**config.mk**
```make
export PLATFORM = sky130hd
export DESIGN_NAME = sp_ram_resp
export DESIGN_NICKNAME = d
export VERILOG_FILES = /design/src/rtl/sp_ram_resp.sv
export SDC_FILE = /design/constraint.sdc
export NUM_CORES = 1
export LEC_CHECK = 0
export ABC_AREA = 1
export BUFFER_PORTS_ARGS = -buffer_cell sky130_fd_sc_hd__buf_2
export CORE_MARGIN = 10
export CORE_UTILIZATION = 35
export CTS_BUF_LIST = sky130_fd_sc_hd__clkbuf_8
export DETAILED_ROUTE_END_ITERATION = 8
export GPL_ROUTABILITY_DRIVEN = 0
export SLEW_MARGIN = 20
export SYNTH_ARGS = -nofsm -noshare
export SYNTH_HDL_FRONTEND = slang
export SYNTH_SLANG_ARGS = --single-unit
```
**constraint.sdc**
```tcl
create_clock -name clk -period 2.97 [get_ports clk]
set_clock_uncertainty 0.2 [all_clocks]
set_input_delay 0.297 -clock clk [delete_from_list [all_inputs] [get_ports clk]]
set_output_delay 0.297 -clock clk [all_outputs]
set_load 0.01 [all_outputs]
```
**src/rtl/sp_ram_resp.sv**
```systemverilog
// Behavioural single-port RAM responder: self-clearing init sweep, 1- or 2-cycle read latency,
// write-first/read-first modes and saturating access counters. Parity storage under `SP_RAM_PARITY_EN.
module sp_ram_resp #(
  parameter int                ADDR_W   = 5,
  parameter int                DATA_W   = 8,
  parameter int                RD_LAT   = 1,
  parameter int                WR_MODE  = 0,
  parameter logic [DATA_W-1:0] INIT_VAL = '0
) (
  input  logic              clk,
  input  logic              rst_n,
  input  logic              ram_en,
  input  logic              ram_we,
  input  logic [ADDR_W-1:0] ram_addr,
  input  logic [DATA_W-1:0] ram_wr_data,
`ifdef SP_RAM_PARITY_EN
  input  logic              par_inj,
  output logic              par_err,
`endif
  output logic [DATA_W-1:0] ram_rd_data,
  output logic              rd_valid,
  output logic              init_done,
  output logic [15:0]       wr_cnt,
  output logic [15:0]       rd_cnt
);

  localparam int DEPTH = 1 << ADDR_W;
`ifdef SP_RAM_PARITY_EN
  localparam int MEM_W = DATA_W + 1;
`else
  localparam int MEM_W = DATA_W;
`endif

  generate
    if (RD_LAT != 1 && RD_LAT != 2) begin : g_bad_rd_lat
      $error("sp_ram_resp: RD_LAT must be 1 or 2");
    end
    if (WR_MODE != 0 && WR_MODE != 1) begin : g_bad_wr_mode
      $error("sp_ram_resp: WR_MODE must be 0 or 1");
    end
  endgenerate

  typedef enum logic {
    ST_INIT,
    ST_RUN
  } state_t;

  state_t            state;
  logic [ADDR_W-1:0] init_addr;
  logic [MEM_W-1:0]  mem [DEPTH];

  logic              acc;
  logic              acc_wr;
  logic              acc_rd;
  logic [MEM_W-1:0]  init_word;
  logic [MEM_W-1:0]  wr_word;
  logic [MEM_W-1:0]  old_word;
  logic [MEM_W-1:0]  acc_word;
  logic [MEM_W-1:0]  out_word;
  logic              out_valid;

  // Bus accesses only count once the sweep has finished.
  assign acc    = (state == ST_RUN) && ram_en;
  assign acc_wr = acc && ram_we;
  assign acc_rd = acc && !ram_we;

`ifdef SP_RAM_PARITY_EN
  assign init_word = {^INIT_VAL, INIT_VAL};
  assign wr_word   = {(^ram_wr_data) ^ par_inj, ram_wr_data};
`else
  assign init_word = INIT_VAL;
  assign wr_word   = ram_wr_data;
`endif

  assign old_word = mem[ram_addr];
  assign acc_word = (acc_wr && (WR_MODE == 0)) ? wr_word : old_word;

  always_ff @(posedge clk or negedge rst_n) begin
    if (!rst_n) begin
      state     <= ST_INIT;
      init_addr <= '0;
      init_done <= 1'b0;
    end else begin
      case (state)
        ST_INIT: begin
          init_addr <= init_addr + 1'b1;
          if (init_addr == {ADDR_W{1'b1}}) begin
            state     <= ST_RUN;
            init_done <= 1'b1;
          end
        end
        ST_RUN: begin
          state <= ST_RUN;
        end
        default: begin
          state <= ST_INIT;
        end
      endcase
    end
  end

  // The array is deliberately not reset; the sweep overwrites every word after each reset.
  always_ff @(posedge clk) begin
    if (state == ST_INIT) begin
      mem[init_addr] <= init_word;
    end else if (acc_wr) begin
      mem[ram_addr] <= wr_word;
    end
  end

  generate
    if (RD_LAT == 1) begin : g_lat1
      always_ff @(posedge clk or negedge rst_n) begin
        if (!rst_n) begin
          out_word  <= '0;
          out_valid <= 1'b0;
        end else begin
          out_valid <= acc_rd;
          if (acc) begin
            out_word <= acc_word;
          end
        end
      end
    end else begin : g_lat2
      logic [MEM_W-1:0] s1_word;
      logic             s1_upd;
      logic             s1_rd;

      // Stage 1 remembers whether it holds an access so idle cycles leave the output untouched.
      always_ff @(posedge clk or negedge rst_n) begin
        if (!rst_n) begin
          s1_word   <= '0;
          s1_upd    <= 1'b0;
          s1_rd     <= 1'b0;
          out_word  <= '0;
          out_valid <= 1'b0;
        end else begin
          s1_upd    <= acc;
          s1_rd     <= acc_rd;
          out_valid <= s1_rd;
          if (acc) begin
            s1_word <= acc_word;
          end
          if (s1_upd) begin
            out_word <= s1_word;
          end
        end
      end
    end
  endgenerate

  assign ram_rd_data = out_word[DATA_W-1:0];
  assign rd_valid    = out_valid;

`ifdef SP_RAM_PARITY_EN
  assign par_err = out_valid & (out_word[DATA_W] ^ (^out_word[DATA_W-1:0]));
`endif

  always_ff @(posedge clk or negedge rst_n) begin
    if (!rst_n) begin
      wr_cnt <= '0;
      rd_cnt <= '0;
    end else begin
      if (acc_wr && (wr_cnt != 16'hFFFF)) begin
        wr_cnt <= wr_cnt + 16'd1;
      end
      if (acc_rd && (rd_cnt != 16'hFFFF)) begin
        rd_cnt <= rd_cnt + 16'd1;
      end
    end
  end

endmodule

```
# After elaboration in Yosys (flattened, before gate mapping)
# Memory sizes are Yosys's and may differ from the RTL's. A register that Yosys moved wholly into a read port is not among the register bits.
# Cells that the tools add are included.
# word_totals
n_memories	1
latchBits	0
ram_bits	256
ff_bits	40
word_cells	32
mem_bits_ro	0
in_bits	17
# classes
n_eq_ne	3
n_lt_le_gt_ge	0
muxes	9
n_shift	0
bitwise_logic	1
n_reduce_logical	9
n_addsub	3
multipliers	0
div	0
# memory_table
name	words	word_bits	read_ports	rd_clocked_by_memory_dff	write_ports	line_no	rtl
mem	32	8	1	1	1	50	logic [MEM_W-1:0] mem [DEPTH];
# ops
cell	count
$add 16x1->16 const B	2
$ne 16x16->1 const B	2
$mux 8	1
$reduce_or 8->1	1
$mux 1	6
$add 5x1->5 const B	1
$eq 5x5->1 const B	1
$logic_and 1x1->1	5
$mux 5	1
$logic_not 1->1	2
$pmux 1 s2	1
$reduce_and 2->1	1
$not 1->1	1

# Longest topological paths before layout
# logic_depth
depth_word	7
mapped_depth	14
ltp_nobuf	11

# Worst setup path before layout
# No wires, ideal clock.
# synth_timing
path_kind	register -> register
startpoint	register state
endpoint	memory mem[10][0] (netlist name), enable pin
stages_incl_launch_ff	9
arrival_ns	1.725
setup_slack_ns	0.675
required_ns	2.400
path_cell_list	dfrtp_1 nand2_2 clkinv_2 nand2_4 buf_2 nand2_1 o21ai_2 nand3_2 nor2_1
# synth_between
elab_chain_len	7
elab_cells_between_ends	9
cone_classes	mux: 6; reduce/logical: 3
# synth_lines
element	line_no	rtl
start: declaration	48	state_t state;
start signal: assignment	80	state <= ST_INIT;
start signal: assignment	88	state <= ST_RUN;
start signal: assignment	93	state <= ST_RUN;
$logic_and 1x1->1	63	assign acc = (state == ST_RUN) && ram_en;
$logic_and 1x1->1	64	assign acc_wr = acc && ram_we;
$mux 1	106	end else if (acc_wr) begin
$mux 1	104	if (state == ST_INIT) begin
$mux 1 (not written as such)	107	mem[ram_addr] <= wr_word;
$reduce_or 8->1 (no line)	-	
$mux 5 (no line) or $mux 1 (tied branches)	-	
end: declaration	50	
# Several ways; a longest one is shown, not always the timed one.

# Worst setup path after layout
# layout_timing
startpoint	register state
endpoint	register out_word[3], in the netlist ram_rd_data[3], read port of mem
# layout_between
elab_chain_len	1
# layout_lines
element	line_no	rtl
$logic_and 1x1->1	63	
end: declaration	59	logic [MEM_W-1:0] out_word;
# Every way passes these cells.
# A chain may end at the register's enable or synchronous reset.

==> results by stage <==
STA:
- The normalized max-slew margin is 57.09%.
- The final hold violation count is 0.
- Summed over all failing endpoints, the final setup total negative slack is 0 ns.
- The post-route minimum period is 2.460 ns.
- The ratio of final minimum period to clock period is 82.83%.
- For the pin with the worst max-slew slack, the measured transition is 0.6437 ns.
- The number of pins with negative max-slew slack in the final report was 0.
- The maximum operating frequency is 0.4065 GHz.
- Setup repair after global routing left no endpoint under its margin.
- Setup violations remaining at the end of the flow were counted as 0.

Critical path:
- The delay of the slowest critical-path stage is 0.55 ns.
- The worst reg-to-reg path cell count is 11.
- Among all stages on the critical path, the largest delay is contributed by dlygate4sd3_1.
- In this design, the largest share of critical-path delay is due to simple AND/OR/NAND/NOR gates.
- The critical path start-end classification is reg2reg.
- In this run the worst setup path terminates at ram_rd_data[3].
- STA puts the critical path data required time at 3.22 ns.
- STA classifies the critical path startpoint as a flop.
- The flop-to-flop setup slack is 0.51 ns.
- The cell that appears most often on the critical path is nand2_1.
- In this run the number of cells on the critical path is 11.
- Along the worst path, the maximum fanout reaches 21.
- STA classifies the critical path endpoint as a flop.
- The data arrival at the endpoint of the critical path is 2.71 ns.
- Walking the worst path, the cells encountered are nand2_2 -> clkinv_2 -> nand2_4 -> nand2_1 -> o21ai_1 -> nor2_2 -> nand3_2 -> nand3_1 -> nand2_1 -> dlygate4sd3_1 -> nand2_1.
- The total buffers and inverters traversed by the critical path is 2.
- The startpoint of the most critical setup path is state.
- The capture point of the worst reg-to-reg path is ram_rd_data[3].
- The reg-to-reg startpoint is state.

Clock network:
- Clock tree synthesis selected as its root buffer the cell clkbuf_8.
- Clock latency on the worst-skew pair, taken at its later pin, is 0.57 ns.
- The number of sinks driven by the clock tree is 304.
- The level count of the clock H-tree is 2.
- TritonCTS built the clock tree.
- The number of buffers added for setup after CTS is 0.
- No sink is reached through more buffers than the 3 on the longest clock path.
- The number of gates resized after CTS is 0.
- In this run, CTS created clock tree buffers numbering 47.
- After clock tree synthesis, the clock-pin slew on the worst setup and hold paths is 0.06 ns.

Die:
- The number of top-level design ports is 59.
- The total die area is 0.04560 mm².
- The core area is 0.03679 mm².
- The floorplan die height is 213.5 µm.
- The width of the chip is 213.5 µm.
- The standard-cell row count is 70.
- Once the floorplan was initialized, standard cells occupied 35.64% of the core.

Yosys:
- For this run, the register share of the synthesized area comes to 67.80%.
- A synthesized cell averages 10.51 µm².
- Synthesis handed over a netlist of 1247 instances.
- The commonest register cell after synthesis is edfxtp_1.
- By area the synthesized netlist is led by edfxtp_1 (59%), nand2_1 (13%), dfrtp_1 (9.2%), nand3_1 (8.2%), nor2_1 (1.9%).
- The commonest cells after synthesis are nand2_1 (443), edfxtp_1 (256), nand3_1 (216), nor2_1 (67), inv_1 (58).
- In this run the cell area of the synthesized design comes to 0.01311 mm².
- The synthesized netlist contains 31 unique library cells.
- Counting flops with an async set or reset pin after synthesis yields a share of 15.79%.
- Counting every net in the synthesized netlist gives 1268.
- In this run, synthesis inferred 256 flip-flops with an integrated enable.
- The library cell occupying the most area in the post-synthesis netlist is edfxtp_1.
- The most frequent cell after synthesis is nand2_1.
- Synthesis inferred 304 register bits.
- The share of Yosys cell area claimed by the top area cell type is 58.64%.
- For this run, the number of Yosys warnings is 0.

Power:
- Across the VDD grid, the largest voltage drop is 0.3085 mV.
- The leakage dissipation is 6.435 nW.
- The total power is 8.684 mW.
- Dividing total power by cell area gives a power density of 572.7 mW/mm².

Place:
- Summed over all nets, the half-perimeter wirelength after detailed placement is 20.71 mm.
- During placement, the flow inserted port buffers numbering 58.

Routing:
- After detailed routing, the number of remaining DRC violations is 0.
- After detailed routing, the total wire length is 33.29 mm.
- The number of nets still failing antenna checks after routing is 0.
- After detailed routing, the average wire length per cell comes to 17.84 µm.
- The first detailed-routing pass took 5 iterations.
- The number of vias per cell after detailed routing is 4.902.
- The number of vias in the routed layout is 9148.
- The initial DRC count is 685.

Global routing:
- The first-pass GRT wire length is 51.85 mm.
- The number of global-route vias before repair is 9126.
- The global-route congestion overflow total is 0.
- The number of antenna violations at the first check in global routing came to 0.
- The maximum number of pins on one net before global-route repair is 131.
- Global routing consumed, over all layers together, 14.66% of the routing resources.

Hold path:
- The path class of the tightest hold or removal check is in2reg.

Layout:
- Relative to the synthesized area, the layout overhead comes to 15.66%.
- The share of final-layout standard cells stronger than drive strength 1 is 14.81%.
- The number of fillers in the final layout is 3535.
- The combined flip-flop and latch cell area is 0.008889 mm².
- The final layout contains 1387 nets.
- The number of antenna diodes in the final layout is 0.
- The area occupied by multi-input gates is 0.003724 mm².

Outcome:
- The run finished with clean final reports.

Run:
- The number of maximum-capacitance constraint violations is 0.
worst reg2reg max path: cells and delay by family, from the launching register on:
family                 cells  cell delay [ns]
buffers and inverters      2             0.65
AOI/OAI and AO/OA          1             0.18
DFF                        1             0.45
and+or+nand+nor            8             0.88
layout by cell type (no fill, tap or decap), drive strengths merged, types with 3 or more instances in the layout:
| cell type | instances |
|---|---|
| nand2 | 446 |
| ha | 4 |
| xnor2 | 7 |
| dlygate4sd3 | 14 |
| clkbuf | 48 |
| nand3b | 4 |
| nand4 | 8 |
| clkinv | 19 |
| a21oi | 8 |
| nor2 | 68 |
| buf | 115 |
| nor3 | 12 |
| o21ai | 12 |
| clkinvlp | 3 |
| nand3 | 224 |
| xor2 | 23 |
| edfxtp | 256 |
| dfrtp | 48 |
| inv | 75 |
worst min path at each step:
stage	end	cells past startpoint	from	slack [ns]
global placement	init_done	1	init_done	0.27
floorplan	init_addr[0]	0	rst_n	-0.20
global route	mem[11][7]	4	ram_wr_data[7]	0.10
detailed placement	init_done	1	init_done	0.26
finish	mem[3][4]	4	ram_wr_data[4]	0.11
CTS	mem[15][4]	4	ram_wr_data[4]	0.09
repair_timing:
item                                   in CTS  in global routing
hold buffers                               14                  0
setup endpoints to repair                   0                  0
endpoints found under the hold margin      57                  0
stage by stage:
stage | util, % | instance area (µm²) | setup WS (ns) | hold slack, ns | cells
after floorplan | - | 13110 | 0.6747 | -0.1986 | 1247
after global placement | 38.57 | 14190 | 0.6012 | 0.2661 | 1771
after detailed placement | 38.57 | 14190 | 0.5619 | 0.2640 | 1771
after CTS | 41.21 | 15160 | 0.5114 | 0.09307 | 1866
after global routing | 41.22 | 15160 | 0.2617 | 0.1042 | 1866
final | 41.22 | 15160 | 0.5101 | 0.1136 | 1866
logic make-up after synthesis:
| kind of cell | after synthesis | synth area share (%) |
|---|---|---|
| simple gates | 763 | 24.84 |
| flops | 304 | 67.80 |
| buf+inv | 124 | 3.951 |
| xor+xnor | 30 | 2.004 |
| compound gates | 22 | 1.021 |
| fa+ha+maj | 4 | 0.3818 |
layout make-up:
| type | instances | share of cell area, % |
|---|---|---|
| Inverter | 65 | 1.626 |
| Clock inverter | 33 | 1.122 |
| Multi-Input combinational cell | 819 | 24.56 |
| Timing Repair Buffer | 129 | 5.859 |
| Clock buffer | 48 | 4.357 |
| Sequential cell | 304 | 58.62 |
| Tap cell | 468 | 3.862 |
routing by layer:
layer,routed length [µm],GRT usage (%)
met3,1978,2.979
met5,0,0
met4,718,4.595
met2,15850,23.57
met1,14740,19.55
power breakdown:
group | internal, mW | switching [mW]
Combinational | 0.235 | 0.487
Clock | 1.59 | 1.60
Sequential | 4.69 | 0.0872
Total | 6.51 | 2.17
flip-flops by register name (all words and copies together) (netlist names):
| register | count |
|---|---|
| mem | 256 |
| rd_cnt | 16 |
| wr_cnt | 16 |
| ram_rd_data | 8 |
| init_addr | 5 |
| init_done | 1 |
| rd_valid | 1 |
| state | 1 |
(Power assumes the default switching activity.)
